--- src/rtl/udc_sweep_ctrl_pkg.sv ---
// Shared types for the sweep controller: FSM state encoding and direction constants.
// Optional freeze feature elsewhere is enabled with UDC_CTRL_PAUSE_EN.
package udc_ctrl_pkg;

    typedef enum logic [1:0] {
        IDLE = 2'd0,
        UP   = 2'd1,
        DOWN = 2'd2,
        DONE = 2'd3
    } state_t;

    localparam logic DIR_UP   = 1'b0;
    localparam logic DIR_DOWN = 1'b1;

endpackage

--- src/rtl/udc_sweep_ctrl_if.sv ---
// Control/status bundle between the surrounding logic (master) and the sweep controller (slave).
// The pause signal exists only when UDC_CTRL_PAUSE_EN is defined.
interface udc_sweep_ctrl_if #(
    parameter int WIDTH = 4,
    parameter int SW_W  = 4
);
    logic             start;
    logic             stop;
    logic [WIDTH-1:0] lo;
    logic [WIDTH-1:0] hi;
    logic [SW_W-1:0]  cycles;
`ifdef UDC_CTRL_PAUSE_EN
    logic             pause;
`endif
    logic [WIDTH-1:0] count;
    logic             dir;
    logic             busy;
    logic [SW_W-1:0]  sweep;
    logic             done;
    logic             err;

`ifdef UDC_CTRL_PAUSE_EN
    modport master (output start, stop, lo, hi, cycles, pause,
                    input  count, dir, busy, sweep, done, err);
    modport slave  (input  start, stop, lo, hi, cycles, pause,
                    output count, dir, busy, sweep, done, err);
`else
    modport master (output start, stop, lo, hi, cycles,
                    input  count, dir, busy, sweep, done, err);
    modport slave  (input  start, stop, lo, hi, cycles,
                    output count, dir, busy, sweep, done, err);
`endif

endinterface

--- src/rtl/udc_sweep_ctrl_core.sv ---
// Up/down count register with synchronous load; load wins over a count step.
module udc_core
    import udc_ctrl_pkg::*;
#(
    parameter int WIDTH = 4
) (
    input  logic             clk,
    input  logic             rst,
    input  logic             load,
    input  logic [WIDTH-1:0] load_val,
    input  logic             en,
    input  logic             dir,
    output logic [WIDTH-1:0] count
);

    logic [WIDTH-1:0] count_r;

    // Count register: reset, load, +/-1 step or hold.
    always_ff @(posedge clk) begin
        if (rst) begin
            count_r <= {WIDTH{1'b0}};
        end else if (load) begin
            count_r <= load_val;
        end else if (en) begin
            if (dir == DIR_DOWN) begin
                count_r <= count_r - WIDTH'(1);
            end else begin
                count_r <= count_r + WIDTH'(1);
            end
        end else begin
            count_r <= count_r;
        end
    end

    assign count = count_r;

endmodule

--- src/rtl/udc_sweep_ctrl.sv ---
// Sweep controller: runs the counter lo->hi->lo for a captured number of sweeps or until stopped.
// Define UDC_CTRL_PAUSE_EN to add a pause input that freezes a run in progress.
module udc_sweep_ctrl
    import udc_ctrl_pkg::*;
#(
    parameter int WIDTH = 4,
    parameter int SW_W  = 4
) (
    input  logic           clk,
    input  logic           rst,
    udc_sweep_ctrl_if.slave bus
);

    state_t           state_r, state_nxt_s;
    logic [WIDTH-1:0] lo_r, hi_r, lo_nxt_s, hi_nxt_s;
    logic [SW_W-1:0]  cyc_r, cyc_nxt_s;
    logic [SW_W-1:0]  sweep_r, sweep_nxt_s, sweep_inc_s;
    logic             dir_r, dir_nxt_s;
    logic             busy_r, busy_nxt_s;
    logic             done_r, done_nxt_s;
    logic             err_r, err_nxt_s;
    logic             core_load_s, core_en_s, core_dir_s;
    logic [WIDTH-1:0] count_s;
    logic             pause_s;

`ifdef UDC_CTRL_PAUSE_EN
    assign pause_s = bus.pause;
`else
    assign pause_s = 1'b0;
`endif

    // Sweep progress saturates so an endless run never wraps the counter back to zero.
    assign sweep_inc_s = (sweep_r == {SW_W{1'b1}}) ? sweep_r : sweep_r + SW_W'(1);

    udc_core #(.WIDTH(WIDTH)) u_core (
        .clk      (clk),
        .rst      (rst),
        .load     (core_load_s),
        .load_val (bus.lo),
        .en       (core_en_s),
        .dir      (core_dir_s),
        .count    (count_s)
    );

    // Next-state and next-output logic; turnarounds step the core so hi-1 / lo+1 follow directly.
    always_comb begin
        state_nxt_s = state_r;
        lo_nxt_s    = lo_r;
        hi_nxt_s    = hi_r;
        cyc_nxt_s   = cyc_r;
        sweep_nxt_s = sweep_r;
        dir_nxt_s   = dir_r;
        busy_nxt_s  = busy_r;
        done_nxt_s  = 1'b0;
        err_nxt_s   = 1'b0;
        core_load_s = 1'b0;
        core_en_s   = 1'b0;
        core_dir_s  = DIR_UP;
        case (state_r)
            IDLE: begin
                busy_nxt_s = 1'b0;
                if (bus.start) begin
                    if (bus.lo < bus.hi) begin
                        lo_nxt_s    = bus.lo;
                        hi_nxt_s    = bus.hi;
                        cyc_nxt_s   = bus.cycles;
                        sweep_nxt_s = {SW_W{1'b0}};
                        dir_nxt_s   = DIR_UP;
                        busy_nxt_s  = 1'b1;
                        core_load_s = 1'b1;
                        state_nxt_s = UP;
                    end else begin
                        err_nxt_s = 1'b1;
                    end
                end else begin
                    state_nxt_s = IDLE;
                end
            end
            UP: begin
                if (bus.stop) begin
                    busy_nxt_s  = 1'b0;
                    state_nxt_s = IDLE;
                end else if (pause_s) begin
                    state_nxt_s = UP;
                end else if (count_s != hi_r) begin
                    core_en_s = 1'b1;
                end else begin
                    core_en_s   = 1'b1;
                    core_dir_s  = DIR_DOWN;
                    dir_nxt_s   = DIR_DOWN;
                    state_nxt_s = DOWN;
                end
            end
            DOWN: begin
                if (bus.stop) begin
                    busy_nxt_s  = 1'b0;
                    state_nxt_s = IDLE;
                end else if (pause_s) begin
                    state_nxt_s = DOWN;
                end else if (count_s != lo_r) begin
                    core_en_s  = 1'b1;
                    core_dir_s = DIR_DOWN;
                end else begin
                    sweep_nxt_s = sweep_inc_s;
                    if ((cyc_r != {SW_W{1'b0}}) && (sweep_inc_s == cyc_r)) begin
                        busy_nxt_s  = 1'b0;
                        done_nxt_s  = 1'b1;
                        state_nxt_s = DONE;
                    end else begin
                        core_en_s   = 1'b1;
                        dir_nxt_s   = DIR_UP;
                        state_nxt_s = UP;
                    end
                end
            end
            DONE: begin
                busy_nxt_s  = 1'b0;
                state_nxt_s = IDLE;
            end
            default: begin
                busy_nxt_s  = 1'b0;
                state_nxt_s = IDLE;
            end
        endcase
    end

    // State, captured run parameters and registered status outputs.
    always_ff @(posedge clk) begin
        if (rst) begin
            state_r <= IDLE;
            lo_r    <= {WIDTH{1'b0}};
            hi_r    <= {WIDTH{1'b0}};
            cyc_r   <= {SW_W{1'b0}};
            sweep_r <= {SW_W{1'b0}};
            dir_r   <= DIR_UP;
            busy_r  <= 1'b0;
            done_r  <= 1'b0;
            err_r   <= 1'b0;
        end else begin
            state_r <= state_nxt_s;
            lo_r    <= lo_nxt_s;
            hi_r    <= hi_nxt_s;
            cyc_r   <= cyc_nxt_s;
            sweep_r <= sweep_nxt_s;
            dir_r   <= dir_nxt_s;
            busy_r  <= busy_nxt_s;
            done_r  <= done_nxt_s;
            err_r   <= err_nxt_s;
        end
    end

    assign bus.count = count_s;
    assign bus.dir   = dir_r;
    assign bus.busy  = busy_r;
    assign bus.sweep = sweep_r;
    assign bus.done  = done_r;
    assign bus.err   = err_r;

endmodule

--- src/flat_wrapper.sv ---
// flat-port wrapper written by rule: the top's interface ports become plain ports
module udc_sweep_ctrl_flat import udc_ctrl_pkg::*;
#(
    parameter int WIDTH = 4,
    parameter int SW_W  = 4
)
  (clk, rst, bus_start, bus_stop, bus_lo, bus_hi, bus_cycles, bus_count, bus_dir, bus_busy, bus_sweep, bus_done, bus_err);
  udc_sweep_ctrl_if #(.WIDTH(WIDTH), .SW_W(SW_W)) bus_i ();
  input  logic clk;
  input  logic rst;
  input wire logic [$bits(bus_i.start)-1:0] bus_start;
  input wire logic [$bits(bus_i.stop)-1:0] bus_stop;
  input wire logic [$bits(bus_i.lo)-1:0] bus_lo;
  input wire logic [$bits(bus_i.hi)-1:0] bus_hi;
  input wire logic [$bits(bus_i.cycles)-1:0] bus_cycles;
  output wire logic [$bits(bus_i.count)-1:0] bus_count;
  output wire logic [$bits(bus_i.dir)-1:0] bus_dir;
  output wire logic [$bits(bus_i.busy)-1:0] bus_busy;
  output wire logic [$bits(bus_i.sweep)-1:0] bus_sweep;
  output wire logic [$bits(bus_i.done)-1:0] bus_done;
  output wire logic [$bits(bus_i.err)-1:0] bus_err;
  assign bus_i.start = bus_start;
  assign bus_i.stop = bus_stop;
  assign bus_i.lo = bus_lo;
  assign bus_i.hi = bus_hi;
  assign bus_i.cycles = bus_cycles;
  assign bus_count = bus_i.count;
  assign bus_dir = bus_i.dir;
  assign bus_busy = bus_i.busy;
  assign bus_sweep = bus_i.sweep;
  assign bus_done = bus_i.done;
  assign bus_err = bus_i.err;
  udc_sweep_ctrl #(.WIDTH(WIDTH), .SW_W(SW_W)) u_core (.clk(clk), .rst(rst), .bus(bus_i));
endmodule
--- config.mk ---
export PLATFORM = sky130hd
export DESIGN_NAME = udc_sweep_ctrl_flat
export DESIGN_NICKNAME = d
export VERILOG_FILES = /design/src/rtl/udc_sweep_ctrl_pkg.sv /design/src/rtl/udc_sweep_ctrl_if.sv /design/src/rtl/udc_sweep_ctrl_core.sv /design/src/rtl/udc_sweep_ctrl.sv /design/src/flat_wrapper.sv
export SDC_FILE = /design/constraint.sdc
export NUM_CORES = 1
export LEC_CHECK = 0
export ABC_AREA = 1
export CORE_ASPECT_RATIO = 0.8
export CORE_MARGIN = 2
export CORE_UTILIZATION = 53
export DETAILED_ROUTE_END_ITERATION = 8
export GPL_TIMING_DRIVEN = 0
export PLACE_DENSITY = 0.79
export SLEW_MARGIN = 20
export SYNTH_ARGS = -nofsm -noshare
export SYNTH_HDL_FRONTEND = slang
export SYNTH_HIERARCHICAL = 1
export SYNTH_SLANG_ARGS = --single-unit
export TNS_END_PERCENT = 50
--- constraint.sdc ---
create_clock -name clk -period 3.3 [get_ports clk]
set_input_delay 0.66 -clock clk [delete_from_list [all_inputs] [get_ports clk]]
set_output_delay 0.66 -clock clk [all_outputs]
set_load 0.005 [all_outputs]
# Word-level counts from Yosys, hierarchy flattened
# Index checks and enable logic that the tools add are counted.
[totals]
reg_bits = 26
inputBits = 16
output_inout_bits = 12
wordCells = 94
[op_classes]
magnitude_cmp = 1
n_eq_ne = 19
n_mux = 45
n_reduce_logical = 13
bitwise = 3
n_addsub = 3
[ops]
columns = ["op", "count"]
rows = [
  ["4-bit 2-to-1 mux", 8],
  ["1-bit 2-to-1 mux", 24],
  ["2-bit 2-to-1 mux", 7],
  ["2-bit != test, second input constant", 7],
  ["3-bit AND reduction", 3],
  ["4-bit by 1-bit adder with 4-bit output, second input constant", 2],
  ["4-bit != test", 2],
  ["2-bit case mux with 4 select lines", 1],
  ["4-bit case mux with 2 select lines", 1],
  ["8-bit AND reduction", 1],
  ["3-bit by 2-bit != test with 1-bit output, second input constant", 2],
  ["3-bit != test, second input constant", 2],
  ["5-bit AND reduction", 1],
  ["2-bit equality test, second input constant", 2],
  ["4-bit equality test", 1],
  ["4-bit equality test, second input constant", 1],
  ["4-bit < comparator", 1],
  ["1-bit case mux with 2 select lines", 2],
  ["1-bit case mux with 4 select lines", 1],
  ["2-bit nonzero test", 2],
  ["4-bit nonzero test", 1],
  ["4-bit OR reduction", 1],
  ["4-bit by 1-bit subtractor with 4-bit output, second input constant", 1],
  ["1-bit NOT", 3],
  ["7 further kinds", 7],
]

# Logic depth before layout (Yosys ltp)
[depth]
ltp_word = 10
mapped_depth = 17
mapped_depth_nobuf = 17

# Cells and area by module
# The synthesis kept the hierarchy.
[modules_own_cells]
columns = ["mod", "n_inst", "cells_per_inst", "seq_area_each_um2", "area_each_um2"]
rows = [
  ["udc_sweep_ctrl", 1, 222, 440.4, 1416.4],
  ["udc_core", 1, 47, 80.1, 314.1],
]

# Worst setup path after synthesis
# OpenSTA, ideal clock, no wires.
[synth_timing]
kind = "flip-flop to flip-flop"
startpoint = "register u_core.state_r[0]"
endpoint = "register u_core.u_core.count_r[1], in the netlist u_core/u_core/count[1]"
path_slack_ns = 0.843
synth_period_minus_slack_ns = 2.457
arrival_time_ns = 2.348
path_stages_with_launch = 16
path_cell_list = "dfxtp_1 > inv_1 > ha_1 > inv_1 > a21oi_1 > nand2_1 > nand2_1 > inv_1 > a211oi_1 > inv_1 > fa_1 > inv_1 > nand2_1 > nand3_1 > nand2_1 > inv_1"
[synth_via]
elab_chain_cells = 5
elab_cells_between_ends = 10
classes_between = "eq/ne (2); mux (6); reduce/logical (2)"
[synth_rtl]
columns = ["item", "line", "source"]
rows = [
  ["start, declared", "udc_sweep_ctrl.sv:14", "state_t state_r, state_nxt_s;"],
  ["start signal, assigned", "udc_sweep_ctrl.sv:140", "state_r <= state_nxt_s;"],
  ["2-bit equality test / 2-bit by 1-bit equality test with 1-bit output (equally long branches)", "udc_sweep_ctrl.sv:59", "case (state_r)"],
  ["1-bit case mux with 2 select lines (*)", "udc_sweep_ctrl.sv:59", ""],
  ["named net u_core.core_dir_s", "udc_sweep_ctrl.sv:22", "logic core_load_s, core_en_s, core_dir_s;"],
  ["4-bit 2-to-1 mux (*)", "udc_sweep_ctrl_core.sv:25", "if (dir == DIR_DOWN) begin"],
  ["4-bit 2-to-1 mux (*)", "udc_sweep_ctrl_core.sv:24", "end else if (en) begin"],
  ["4-bit 2-to-1 mux (*)", "udc_sweep_ctrl_core.sv:22", "end else if (load) begin"],
  ["end signal, assigned", "udc_sweep_ctrl_core.sv:21", "count_r <= {WIDTH{1'b0}};"],
  ["end signal, assigned", "udc_sweep_ctrl_core.sv:23", "count_r <= load_val;"],
  ["end signal, assigned", "udc_sweep_ctrl_core.sv:26", "count_r <= count_r - WIDTH'(1);"],
  ["end, declared", "udc_sweep_ctrl_core.sv:16", "logic [WIDTH-1:0] count_r;"],
]
# Mark *: on every way through the listed nets, which the timed path passes. The rest lies on a longest branch. The select of a mux whose other input is x is not followed.
# A chain may end at the register's enable or synchronous reset.

# Worst setup path after layout
# Same ends and word-level chain as after synthesis.

==> impl_metrics.py <==
metrics = {
    "worst_setup_path": {
        "reg2reg_depth": 15,
        "reg2reg_from": "u_core/state_r[0]$_SDFFE_PP0P_",
        "end_kind": "flop",
        "cp_max_fo": 7,
        "arrival_ps": 3020,
        "r2r-end": "u_core/u_core/count[1]$_SDFFE_PP0P_",
        "r2r_slack_ps": 460,
        "worstSetupPathType": "flop to flop",
        "crit_required_ps": 3480,
        "start_kind": "flop",
    },
    "yosys": {
        "synthMuxAreaShare_pct": 0,
        "synth-edff-count": 0,
        "synthXorXnorAreaFrac_pct": 2.53,
        "yosysTopAreaCellShare_pct": 30.1,
        "synth_seq_cells": 26,
        "synth.area.top_cells": "dfxtp_1 30%, nand2_1 16%, inv_1 9.5%, ha_1 8.0%, a21oi_1 6.1%",
        "synth_async_sr_flop_share_pct": 0,
        "synth-simple-area-share_pct": 33.0,
        "synth_top_family_by_area": "simple AND/OR/NAND/NOR gates",
        "netlist_area_sq_um": 1730,
        "synth.distinct_cells": 30,
        "synth_compound_gate_area_share_pct": 14.2,
        "syn_inst": 269,
        "yosys-top-cells-count": "72 x nand2_1, 44 x inv_1, 26 x dfxtp_1",
        "ys_warn_count": 6,
        "yosysMostFrequentCell": "nand2_1",
        "synth_fa_ha_area_share_pct": 9.11,
        "synth_nets": 297,
        "synth_ff_type": "dfxtp_1",
        "synth-seq-area-share_pct": 30.1,
        "yosys.area.top_type": "dfxtp_1",
        "synth.avg_cell_area_sq_um": 6.43,
    },
    "timing": {
        "layout_min_cycle_time_ps": 2840,
        "layout_worst_path_cycle_share_pct": 86.1,
        "setup_viol": 0,
        "fin_skew_ps": 1.04,
        "drv_slew": 0,
        "rsz0062_at_grt": "false",
        "setup_ws_ps": 460,
        "tightest_slew_ps": 417,
        "timing.fmax_ghz": 0.352,
        "tns_ps": 0,
        "hold_viol": 0,
        "slew-limit-headroom_pct": 72.1,
    },
    "final_layout": {
        "antenna_cells": 0,
        "area_growth_syn_to_layout_pct": 22.0,
        "drive_gt1_share_pct": 7.67,
        "nets": 329,
        "fillers": 275,
    },
    "status": {
        "run_status": "finished, final reports clean",
    },
    "hold_path": {
        "hp-class": "flop to flop",
        "hold_depth": 2,
        "worstHoldStart": "u_core/lo_r[0]$_SDFFE_PP0P_",
        "min_to": "u_core/lo_r[0]$_SDFFE_PP0P_",
    },
    "die": {
        "num_rows": 18,
        "io_pins": 28,
        "die_x_um": 67.9,
        "die_area_sq_um": 3740,
        "coreArea_sq_um": 3110,
        "die_y_um": 55.1,
        "floorplan.initialDensity_pct": 55.7,
    },
    "global_route": {
        "grt-ovfl-total": 0,
        "grt_max_degree": 15,
        "grt_use_total_pct": 23.2,
        "grt_pass1_vias": 1528,
        "antenna_found_initial": 0,
        "grt_pass1_wl_mm": 6.62,
    },
    "detailed_routing": {
        "routedWlPerCell_um": 11.1,
        "postRouteAntennaNets": 0,
        "via_per_inst": 4.96,
        "drcViolationCount": 0,
        "first_pass_iters": 4,
        "vias": 1688,
        "drtIter0Drc": 83,
        "drt_wl_total_mm": 3.79,
    },
    "cts": {
        "clock_latency_ps": 270,
        "htreeDepth": 1,
        "path_clk_slew_ps": 90,
        "clock_path_buffers": 2,
        "cts_tree": "built",
        "root_buffer": "clkbuf_8",
        "numCtsBuffers": 3,
        "clock-sinks": 26,
    },
    "flow_run": {
        "drv_cap": 0,
    },
    "pwr": {
        "ir_worst_vdd_mv": 0.307,
        "p_per_area_nw_per_um2": 401,
        "leakagePower_uw": 0.000991,
    },
    "placement": {
        "post-place-ws_ps": 102,
        "portBuffers": 27,
        "globalplace.congestion": 0.860,
        "post-dp-hpwl_mm": 2.90,
    },
}
==> sequential cells by signal, indices dropped and copies added (netlist names) <==
name	count
u_core/bus.err	1
u_core/cyc_r	4
u_core/lo_r	4
u_core/state_r	2
u_core/u_core/count	4
u_core/hi_r	4
u_core/bus.busy	1
u_core/bus.done	1
u_core/bus.dir	1
u_core/bus.sweep	4
==> cell type report <==
class | instances | area (sq um) | area share, %
Tap cell | 40 | 50.0 | 2.37
Inverter | 47 | 176 | 8.36
Clock buffer | 4 | 55.1 | 2.61
Buffer | 3 | 13.8 | 0.652
Timing Repair Buffer | 27 | 270 | 12.8
Sequential cell | 26 | 520 | 24.7
Multi-Input combinational cell | 193 | 1020 | 48.5
==> metal layers <==
metal | part of all wire [%] | global-route usage [%] | vias up
met4 | 0.42 | 4.00 | 0
li1 | - | - | 906
met1 | 52 | 32.7 | 739
met3 | 5.5 | 4.86 | 2
met5 | 0 | 0 | -
met2 | 42 | 37.4 | 41
==> placed cells by master (no fill, tap or decap), drive strengths merged <==
cell / count
nand2: 77
inv: 46
nor2: 28
clkdlybuf4s50: 27
dfxtp: 26
a21oi: 23
nand3: 22
o21ai: 19
ha: 11
clkbuf: 6
xor2: 4
clkinv: 1
nand4: 1
a211oi: 1
buf: 1
o31ai: 1
nor3: 1
xnor2: 1
a31oi: 1
or2: 1
a22oi: 1
fa: 1
==> power by group <==
group / switching (uW) / internal (uW) / leakage [uW]
combinational: 149 / 114 / 0.000748
clock: 100 / 107 / 0.0000288
sequential: 32.3 / 345 / 0.000214
==> critical path, cell delays in order (launching register included) <==
cell	delay [ps]
dfxtp_1	340
inv_1	120
ha_1	240
inv_1	160
a21oi_1	230
nand2_1	160
nand2_1	90
inv_1	80
a211oi_2	360
inv_1	140
fa_1	550
inv_1	40
nand2_1	60
nand3_1	80
nand2_1	70
inv_1	40
==> timing repair <==
action | in CTS | in global routing
setup endpoints to repair | 0 | 1
setup buffers | 0 | 0
hold endpoints to repair | 0 | 0
hold buffers | 0 | 0
gates resized for setup | 0 | 1
==> per-stage QoR <==
stage	utilization (%)	cells	area (sq um)	total power (uW)	hold WS (ps)
4_1_cts	67.8	340	2110	852	476
5_1_grt	67.9	340	2110	914	506
3_3_place_gp	66.0	336	2050	639	456
6_report	67.9	340	2110	847	475
3_5_place_dp	66.0	336	2050	642	461
2_1_floorplan	-	269	1730	553	443
==> logic make-up (layout without fill, tap and decap cells) <==
kind of cell,count (synthesis),in the layout
buffers and inverters,50,81
xor gates and xnor gates,5,5
DFF,26,26
adders and majority gates,12,12
AOI/OAI and AO/OA,46,46
and+or+nand+nor,130,130
==> how the worst max path moves through the flow <==
stage	from	depth (start not counted)	slack, ps	to
final	u_core/state_r[0]$_SDFFE_PP0P_	15	460	u_core/u_core/count[1]$_SDFFE_PP0P_
after global routing	u_core/state_r[0]$_SDFFE_PP0P_	15	230	u_core/u_core/count[1]$_SDFFE_PP0P_
after CTS	u_core/state_r[0]$_SDFFE_PP0P_	15	290	u_core/u_core/count[1]$_SDFFE_PP0P_
after detailed placement	bus_stop	13	100	u_core/u_core/count[1]$_SDFFE_PP0P_
after global placement	bus_stop	13	110	u_core/u_core/count[1]$_SDFFE_PP0P_
after floorplan	u_core/state_r[0]$_SDFFE_PP0P_	15	840	u_core/u_core/count[1]$_SDFFE_PP0P_
(Power assumes the default switching activity.)
